File: config.mk
export PLATFORM = sky130hd
export DESIGN_NAME = stream_char_arbiter_flat
export DESIGN_NICKNAME = d
export VERILOG_FILES = /design/src/rtl/stream_char_arbiter_if.sv /design/src/rtl/stream_char_arbiter.sv /design/src/flat_wrapper.sv
export SDC_FILE = /design/constraint.sdc
export NUM_CORES = 1
export LEC_CHECK = 0
export ABC_AREA = 1
export ABC_CLOCK_PERIOD_IN_PS = 3400
export CORE_UTILIZATION = 45
export CTS_CLUSTER_DIAMETER = 100
export DETAILED_ROUTE_END_ITERATION = 6
export PLACE_DENSITY = 0.63
export SYNTH_ARGS = -nofsm -noshare
export SYNTH_HDL_FRONTEND = slang
export SYNTH_SLANG_ARGS = --single-unit
File: constraint.sdc
create_clock -name i_clk -period 3.4 [get_ports i_clk]
set_clock_uncertainty 0.1 [all_clocks]
set_input_delay 0.68 -clock i_clk [delete_from_list [all_inputs] [get_ports i_clk]]
set_output_delay 0.68 -clock i_clk [all_outputs]
set_load 0.02 [all_outputs]
File: src/rtl/stream_char_arbiter_if.sv
// Byte-stream bundle between the character sources, the arbiter and the UART transmitter.
// The slave side is the arbiter; the master side drives source bytes, downstream ready and pause.
interface stream_char_arbiter_if #(
    parameter int NCH   = 2,
    parameter int DEPTH = 4
);
    localparam int CW = (NCH > 1) ? $clog2(NCH) : 1;
    localparam int LW = $clog2(DEPTH) + 1;

    logic [NCH-1:0]    i_valid;
    logic [8*NCH-1:0]  i_data;
    logic [NCH-1:0]    o_ready;
    logic              o_valid;
    logic [7:0]        o_data;
    logic [CW-1:0]     o_chan;
    logic              i_ready;
    logic              i_pause;
    logic [NCH*LW-1:0] o_level;

    modport slave (
        input  i_valid, i_data, i_ready, i_pause,
        output o_ready, o_valid, o_data, o_chan, o_level
    );

    modport master (
        output i_valid, i_data, i_ready, i_pause,
        input  o_ready, o_valid, o_data, o_chan, o_level
    );
endinterface

File: src/rtl/stream_char_arbiter.sv
// Merges NCH byte streams through per-channel FIFOs into one registered valid/ready output,
// with round-robin or fixed-priority arbitration and an XOFF-style pause on new loads.
module stream_char_arbiter #(
    parameter int NCH       = 2,
    parameter int DEPTH     = 4,
    parameter int PRIO_MODE = 0
) (
    input logic                  i_clk,
    input logic                  i_rst_n,
    stream_char_arbiter_if.slave bus
);
    localparam int CW = (NCH > 1) ? $clog2(NCH) : 1;
    localparam int AW = $clog2(DEPTH);
    localparam int LW = AW + 1;

    logic [7:0]     mem    [NCH][DEPTH];
    logic [AW-1:0]  wr_ptr [NCH];
    logic [AW-1:0]  rd_ptr [NCH];
    logic [LW-1:0]  level  [NCH];
    logic [CW-1:0]  rr_ptr;
    logic [NCH-1:0] ready;
    logic [NCH-1:0] nonempty;
    logic [NCH-1:0] push;
    logic [NCH-1:0] pop;
    logic [CW-1:0]  grant;
    logic [CW-1:0]  idx;
    logic           found;
    logic           load;

    always_comb begin
        for (int k = 0; k < NCH; k++) begin
            ready[k]    = (level[k] != LW'(DEPTH));
            nonempty[k] = (level[k] != '0);
            push[k]     = bus.i_valid[k] & ready[k];
        end
    end

    // Search order starts at rr_ptr in round-robin mode and at channel 0 in priority mode.
    always_comb begin
        grant = '0;
        found = 1'b0;
        idx   = '0;
        for (int j = 0; j < NCH; j++) begin
            idx = (PRIO_MODE == 1) ? CW'(j) : CW'((int'(rr_ptr) + j) % NCH);
            if (!found && nonempty[idx]) begin
                grant = idx;
                found = 1'b1;
            end
        end
    end

    assign load = (!bus.o_valid | bus.i_ready) & !bus.i_pause & (|nonempty);

    always_comb begin
        for (int k = 0; k < NCH; k++) begin
            pop[k] = load & (grant == CW'(k));
        end
    end

    always_ff @(posedge i_clk) begin
        for (int k = 0; k < NCH; k++) begin
            if (push[k]) begin
                mem[k][wr_ptr[k]] <= bus.i_data[8*k +: 8];
            end
        end
    end

    // Level only moves when exactly one of push/pop happens, so push+pop keeps it constant.
    always_ff @(posedge i_clk or negedge i_rst_n) begin
        if (!i_rst_n) begin
            for (int k = 0; k < NCH; k++) begin
                wr_ptr[k] <= '0;
                rd_ptr[k] <= '0;
                level[k]  <= '0;
            end
        end else begin
            for (int k = 0; k < NCH; k++) begin
                if (push[k]) begin
                    wr_ptr[k] <= wr_ptr[k] + AW'(1);
                end
                if (pop[k]) begin
                    rd_ptr[k] <= rd_ptr[k] + AW'(1);
                end
                if (push[k] && !pop[k]) begin
                    level[k] <= level[k] + LW'(1);
                end else if (pop[k] && !push[k]) begin
                    level[k] <= level[k] - LW'(1);
                end
            end
        end
    end

    always_ff @(posedge i_clk or negedge i_rst_n) begin
        if (!i_rst_n) begin
            bus.o_valid <= 1'b0;
            bus.o_data  <= 8'h00;
            bus.o_chan  <= '0;
            rr_ptr      <= '0;
        end else if (load) begin
            bus.o_valid <= 1'b1;
            bus.o_data  <= mem[grant][rd_ptr[grant]];
            bus.o_chan  <= (NCH > 1) ? grant : '0;
            rr_ptr      <= CW'((int'(grant) + 1) % NCH);
        end else if (bus.o_valid && bus.i_ready) begin
            bus.o_valid <= 1'b0;
        end
    end

    assign bus.o_ready = ready;

    for (genvar k = 0; k < NCH; k++) begin : g_level
        assign bus.o_level[k*LW +: LW] = level[k];
    end
endmodule

File: src/flat_wrapper.sv
// flat-port wrapper written by rule: the top's interface ports become plain ports
module stream_char_arbiter_flat 
#(
    parameter int NCH       = 2,
    parameter int DEPTH     = 4,
    parameter int PRIO_MODE = 0
)
  (i_clk, i_rst_n, bus_i_valid, bus_i_data, bus_i_ready, bus_i_pause, bus_o_ready, bus_o_valid, bus_o_data, bus_o_chan, bus_o_level);
  stream_char_arbiter_if #(.NCH(NCH), .DEPTH(DEPTH)) bus_i ();
  input logic i_clk;
  input logic i_rst_n;
  input wire logic [$bits(bus_i.i_valid)-1:0] bus_i_valid;
  input wire logic [$bits(bus_i.i_data)-1:0] bus_i_data;
  input wire logic [$bits(bus_i.i_ready)-1:0] bus_i_ready;
  input wire logic [$bits(bus_i.i_pause)-1:0] bus_i_pause;
  output wire logic [$bits(bus_i.o_ready)-1:0] bus_o_ready;
  output wire logic [$bits(bus_i.o_valid)-1:0] bus_o_valid;
  output wire logic [$bits(bus_i.o_data)-1:0] bus_o_data;
  output wire logic [$bits(bus_i.o_chan)-1:0] bus_o_chan;
  output wire logic [$bits(bus_i.o_level)-1:0] bus_o_level;
  assign bus_i.i_valid = bus_i_valid;
  assign bus_i.i_data = bus_i_data;
  assign bus_i.i_ready = bus_i_ready;
  assign bus_i.i_pause = bus_i_pause;
  assign bus_o_ready = bus_i.o_ready;
  assign bus_o_valid = bus_i.o_valid;
  assign bus_o_data = bus_i.o_data;
  assign bus_o_chan = bus_i.o_chan;
  assign bus_o_level = bus_i.o_level;
  stream_char_arbiter #(.NCH(NCH), .DEPTH(DEPTH), .PRIO_MODE(PRIO_MODE)) u_core (.i_clk(i_clk), .i_rst_n(i_rst_n), .bus(bus_i));
endmodule
After elaboration in Yosys (flattened, before gate mapping). Memories as Yosys holds them, arrays and structs flattened. Index checks and enable logic that the tools add are counted.

Add/subtract/negate cells: 10. Multiply operators: 0. Divide/modulo/power cells: 0. $lt $le $gt $ge: 8. Equality and inequality tests: 2. Shifts and indexed selects: 0. Multiplexer cells: 27. Bitwise operators: 12. Reductions and logical operators: 21.

Operator list (number): two-way mux 32 bit (2); demux 8 bit (select 2 bit) (2); two-way mux 8 bit (4); binary-select mux 8 bit (select 2 bit) (1); two-way mux 3 bit (4); two-way mux 1 bit (11); greater-or-equal comparator 3 bit, second input constant (3); NOT 2 -> 3 bit (3); adder 2 x 1 -> 2 bit, second input constant (4); logical AND 1 bit (8); logical NOT 1 bit (7); adder 3 x 1 -> 3 bit, second input constant (2); bitwise AND 1 bit (6); less-than comparator 3 x 1 -> 1 bit, second input constant (2); two-way mux 2 bit (3); != test 3 bit, second input constant (2); nonzero test 2 bit (3); nonzero test 3 bit (2); subtractor 3 x 1 -> 3 bit, second input constant (2); less-than comparator 1 x 2 -> 1 bit, second input constant (2); adder 1 bit, second input constant (2); greater-or-equal comparator 2 bit, second input constant (1); NOT 1 -> 2 bit (1); OR reduction 2 bit (1); 2 further kinds (2).

Bits in registers: 25. Bits in latches: 0. Bits in writable memories: 64. Bits in read-only memories: 0. Input bits: 22. Word-level logic and storage cells: 91. Memories kept: 1.

Memories: u_core.mem (words 2, width 32, rd ports 1, clocked after Yosys merged registers in 0, wr ports 2, RTL line stream_char_arbiter.sv:16) `logic [7:0] mem [NCH][DEPTH];`.

Depth between registers and ports, before layout.
Word-level depth: 15. Gate-level depth with buffers: 14. Depth with buffers taken out: 12.

Worst setup path before layout. No wires, ideal clock.

Kind: register -> register. Start: reg u_core.level, in the netlist u_core.bus.o_level[3]. End: reg u_core.level, in the netlist u_core.bus.o_level[5]. Setup time: 0.131 ns. Arrival time: 2.173 ns. Slack: 0.996 ns. Cell stages (with the launch flop): 14. Path buffers: 2. Period minus slack after synthesis: 2.404 ns. Path through: dfrtp_1 > inv_1 > nand3_2 > nand2_2 > buf_6 > buf_6 > inv_1 > nand2_1 > ha_1 > inv_1 > fa_1 > a21oi_1 > o21ai_0 > xor2_1.

Cells in the longest elaborated chain, start to end: 11. Elaborated cells on any way between the ends: 24.

RTL lines: from (decl) (RTL line stream_char_arbiter.sv:19) `logic [LW-1:0] level [NCH];`; from (signal, indexed assignment) (RTL line stream_char_arbiter.sv:85) `level[k] <= level[k] + LW'(1);`; from (signal, indexed assignment) (RTL line stream_char_arbiter.sv:87) `level[k] <= level[k] - LW'(1);`; nonzero test 3 bit (RTL line stream_char_arbiter.sv:33) `nonempty[k] = (level[k] != '0);`; two-way mux 1 bit (not written as such) (2 in a row) (RTL line stream_char_arbiter.sv:45) `if (!found && nonempty[idx]) begin`; two-way mux 1 bit (RTL line stream_char_arbiter.sv:45); logical NOT 1 bit (RTL line stream_char_arbiter.sv:45); logical AND 1 bit (RTL line stream_char_arbiter.sv:45); two-way mux 1 bit (RTL line stream_char_arbiter.sv:45); bitwise AND 1 bit (RTL line stream_char_arbiter.sv:56) `pop[k] = load & (grant == CW'(k));`; logical NOT 1 bit (RTL line stream_char_arbiter.sv:84) `if (push[k] && !pop[k]) begin`; logical AND 1 bit (RTL line stream_char_arbiter.sv:84); two-way mux 3 bit / nonzero test 2 bit (equally long branches).

Several ways; a longest one is shown, not always the timed one. The select of a mux whose other input is x is not followed. A chain may end at the register's enable or synchronous reset.

Final worst setup path.
Start: reg u_core.level, in the netlist u_core.bus.o_level[0]. End: reg u_core.level, in the netlist u_core.bus.o_level[2].

Cells in the longest elaborated chain, start to end: 12. Elaborated cells on any way between the ends: 25.

RTL lines (RTL line): nonzero test 3 bit (stream_char_arbiter.sv:33); two-way mux 1 bit (not written as such) (2 in a row) (stream_char_arbiter.sv:45); two-way mux 1 bit (stream_char_arbiter.sv:45); logical NOT 1 bit (stream_char_arbiter.sv:45); logical AND 1 bit (stream_char_arbiter.sv:45); two-way mux 1 bit (stream_char_arbiter.sv:45); NOT 1 bit (stream_char_arbiter.sv:56); bitwise AND 1 bit (stream_char_arbiter.sv:56); logical NOT 1 bit (stream_char_arbiter.sv:84); logical AND 1 bit (stream_char_arbiter.sv:84); two-way mux 3 bit / nonzero test 2 bit (equally long branches).

Several ways; a longest one is shown, not always the timed one. The select of a mux whose other input is x is not followed.

==> results.toml <==
[sta]
finalHoldWorstSlack_ps = 378
totalNegativeSetupSlack_ps = 0
worst_pin_slew_ps = 827
period_needed_ps = 2670
period_share = 0.786
grt_setup_unrepaired = "false"
setup_viol_count_final = 0
maxClockFrequency_ghz = 0.374
maxSlewViolCount = 0
worst_setup_margin_ps = 726
hold_viol = 0
max_slew_margin = 0.446

[run]
maxCapViolations = 0

[worst_setup_path]
endpoint_kind = "flip-flop"
cp-endpoint = "u_core.bus.o_level[2]"
rr_startpoint = "u_core.bus.o_level[0]"
worst_path_required_time_ps = 3540
crit_fanout = 35
crit-reg2reg-capture = "u_core.bus.o_level[2]"
cp_launch_type = "flip-flop"
rrSetupSlack_ps = 730
reg2reg_depth = 11
timing_worst_setup_path_type = "reg2reg"
setup.worst_path.start = "u_core.bus.o_level[0]"
crit_arrival_ps = 2820

[status]
status = "finished clean"

[place]
finalWeightedCongestion = 0.765
post-place-ws_ps = 596
io_buffer_count = 39
dp_hpwl_mm = 5.64

[yosys]
synthesis.nets = 428
sequential_area_share_after_synthesis = 0.634
ys.warnings.count = 0
ys_ff_latch = 89
synthesis.area_per_instance_um2 = 10.2
number_of_distinct_standard_cells_referenced_by_the_synthesized_netlist = 26
post_synth_inst_count = 394
synth_area_um2 = 4020

[final_layout]
finish.net_count = 472
diodes = 0
layout.filler_cells = 786
multi_input_area_um2 = 1260
sequential_cell_area_um2 = 2550
area_growth_syn_to_fin_pct = 17.6
fraction_of_layout_instances_using_a_drive_strength_above_1 = 0.0745

[floorplanning]
fp.dieW_um = 96.5
pin_count = 40
start_util = 0.463
fp.coreArea_um2 = 8680
placementRows = 34
fp.dieArea_um2 = 9300
fp.dieH_um = 96.5

[hold_path]
hold_path.class = "reg2reg"

[clock_network]
tritoncts_clock_tree = "built"
cts.repair_timing.setup_buffer_count = 0
clockRootBuffer = "clkbuf_8"
tritoncts_num_sinks = 89
clkLatencyLatePin_ps = 360
cts_buffers = 9
h-tree-depth = 3
hold_buffers = 0
clockBufferDepth = 2
cts.clk_slew.worst_paths_ps = 90
cts.repair.resized = 0

[power]
max-vdd-ir-drop_uv = 437
pwr_density_cell_nw_per_um2 = 943
final_total_pwr_mw = 4.45
total_leakage_power_nw = 2.09

[global_routing]
groute.usage.overall = 0.191
antenna_violations_before_repair = 0
grt_pass1_wl_mm = 12.7
grt_pass1_vias = 2699
globalRoute.totalOverflow = 0
grt_max_degree = 36

[routing]
drt_first_iter_violations = 148
via_per_inst = 4.87
wl_per_cell_um = 14.3
routed-via-count = 2683
drt-pass1-iter-count = 4
detail-route-antenna-nets = 0
remaining_drc_errors = 0
routed_wl_mm = 7.87
[synth_stat cells, drive strengths merged]
cell	number	area [um2]
inv	28	105
a21oi	5	25.0
xnor2	2	17.5
nand3	34	175
clkinv	1	3.75
buf	14	96.3
dfrtp	25	626
nor2	16	62.6
fa	2	40.0
o21ai	7	46.3
nor3	1	10.0
mux2	1	11.3
ha	10	125
edfxtp	64	1920
xor2	6	52.6
nand3b	3	22.5
nand2	175	674
[per-layer routing]
layer	track usage	vias up	wire length [um]
met1	0.231	1262	3430
met3	0.0297	15	203
met5	0	-	0
met4	0.0907	0	187
met2	0.333	47	4050
li1	-	1359	-
[per-stage QoR]
step	util	cells	cell area, um2
2_1_floorplan	-	394	4020
3_3_place_gp	0.519	535	4500
5_1_grt	0.544	551	4720
4_1_cts	0.544	551	4720
3_5_place_dp	0.519	535	4500
6_report	0.544	551	4720
[final cells by class]
cell class                 count  share of cell area
tap                          108              0.0286
sequential                    89               0.539
clock inverter                 7              0.0199
inverter                      29              0.0231
multi-input combinational    262               0.267
clock buffer                   9              0.0262
timing repair buffer          47              0.0954
[cells by family after synthesis]
family	synth area share
AND/OR/NAND/NOR	0.235
flip-flops	0.634
buffers and inverters	0.0511
AO/OA/AOI/OAI	0.0178
adder cells (fa/ha/maj)	0.0411
XOR/XNOR	0.0175
multiplexers	0.00280
[critical path, stage by stage (launching register included)]
cell     delay (ps)
dfrtp_1         450
nor2_2          150
nand2_2          90
nand2_4         260
nand2_2         320
nand2_2         200
ha_1            160
inv_1            60
fa_1            370
a21oi_1         140
o21ai_0         110
xor2_1          150
[power breakdown]
part	switching, mW	total, mW	leakage [nW]	internal [mW]
Sequential	0.143	1.62	0.887	1.48
Combinational	1.32	2.04	1.09	0.715
Clock	0.380	0.795	0.109	0.414
Total	1.85	4.45	2.09	2.61
[state kept, by name (all words and copies together), names as in the netlist]
register / flops
u_core.bus.o_level: 6
u_core.bus.o_chan: 1
u_core.bus.o_data: 8
u_core.rd_ptr: 4
u_core.mem: 64
u_core.bus.o_valid: 1
u_core.rr_ptr: 1
u_core.wr_ptr: 4
[worst min-delay path by stage]
stage / end / start / depth (start not counted)
floorplan: u_core.bus.o_chan / i_rst_n / 0
CTS: u_core.rd_ptr[3] / u_core.rd_ptr[3] / 1
global placement: u_core.rd_ptr[1] / u_core.rd_ptr[1] / 1
global route: u_core.rd_ptr[1] / u_core.rd_ptr[1] / 1
finish: u_core.rd_ptr[1] / u_core.rd_ptr[1] / 1
detailed placement: u_core.bus.o_data[7] / u_core.bus.o_data[7] / 2
[placed cells by master (no fill, tap or decap), types with 2 or more instances in the layout]
master / Yosys / routed
bufinv_16: 0 / 2
xnor2_1: 2 / 2
buf_4: 1 / 8
clkinv_4: 0 / 2
nand2_2: 4 / 4
clkbuf_8: 0 / 9
fa_1: 2 / 2
inv_1: 27 / 27
o21ai_0: 6 / 6
nor2_1: 15 / 15
dfrtp_1: 25 / 25
xor2_1: 6 / 6
nand3_1: 33 / 33
edfxtp_1: 64 / 64
nand2_1: 170 / 170
clkdlybuf4s50_1: 0 / 39
clkinv_1: 1 / 3
ha_1: 10 / 10
a21oi_1: 5 / 5
nand3b_1: 3 / 3
No activity file was read; power rests on OpenSTA's default activity.
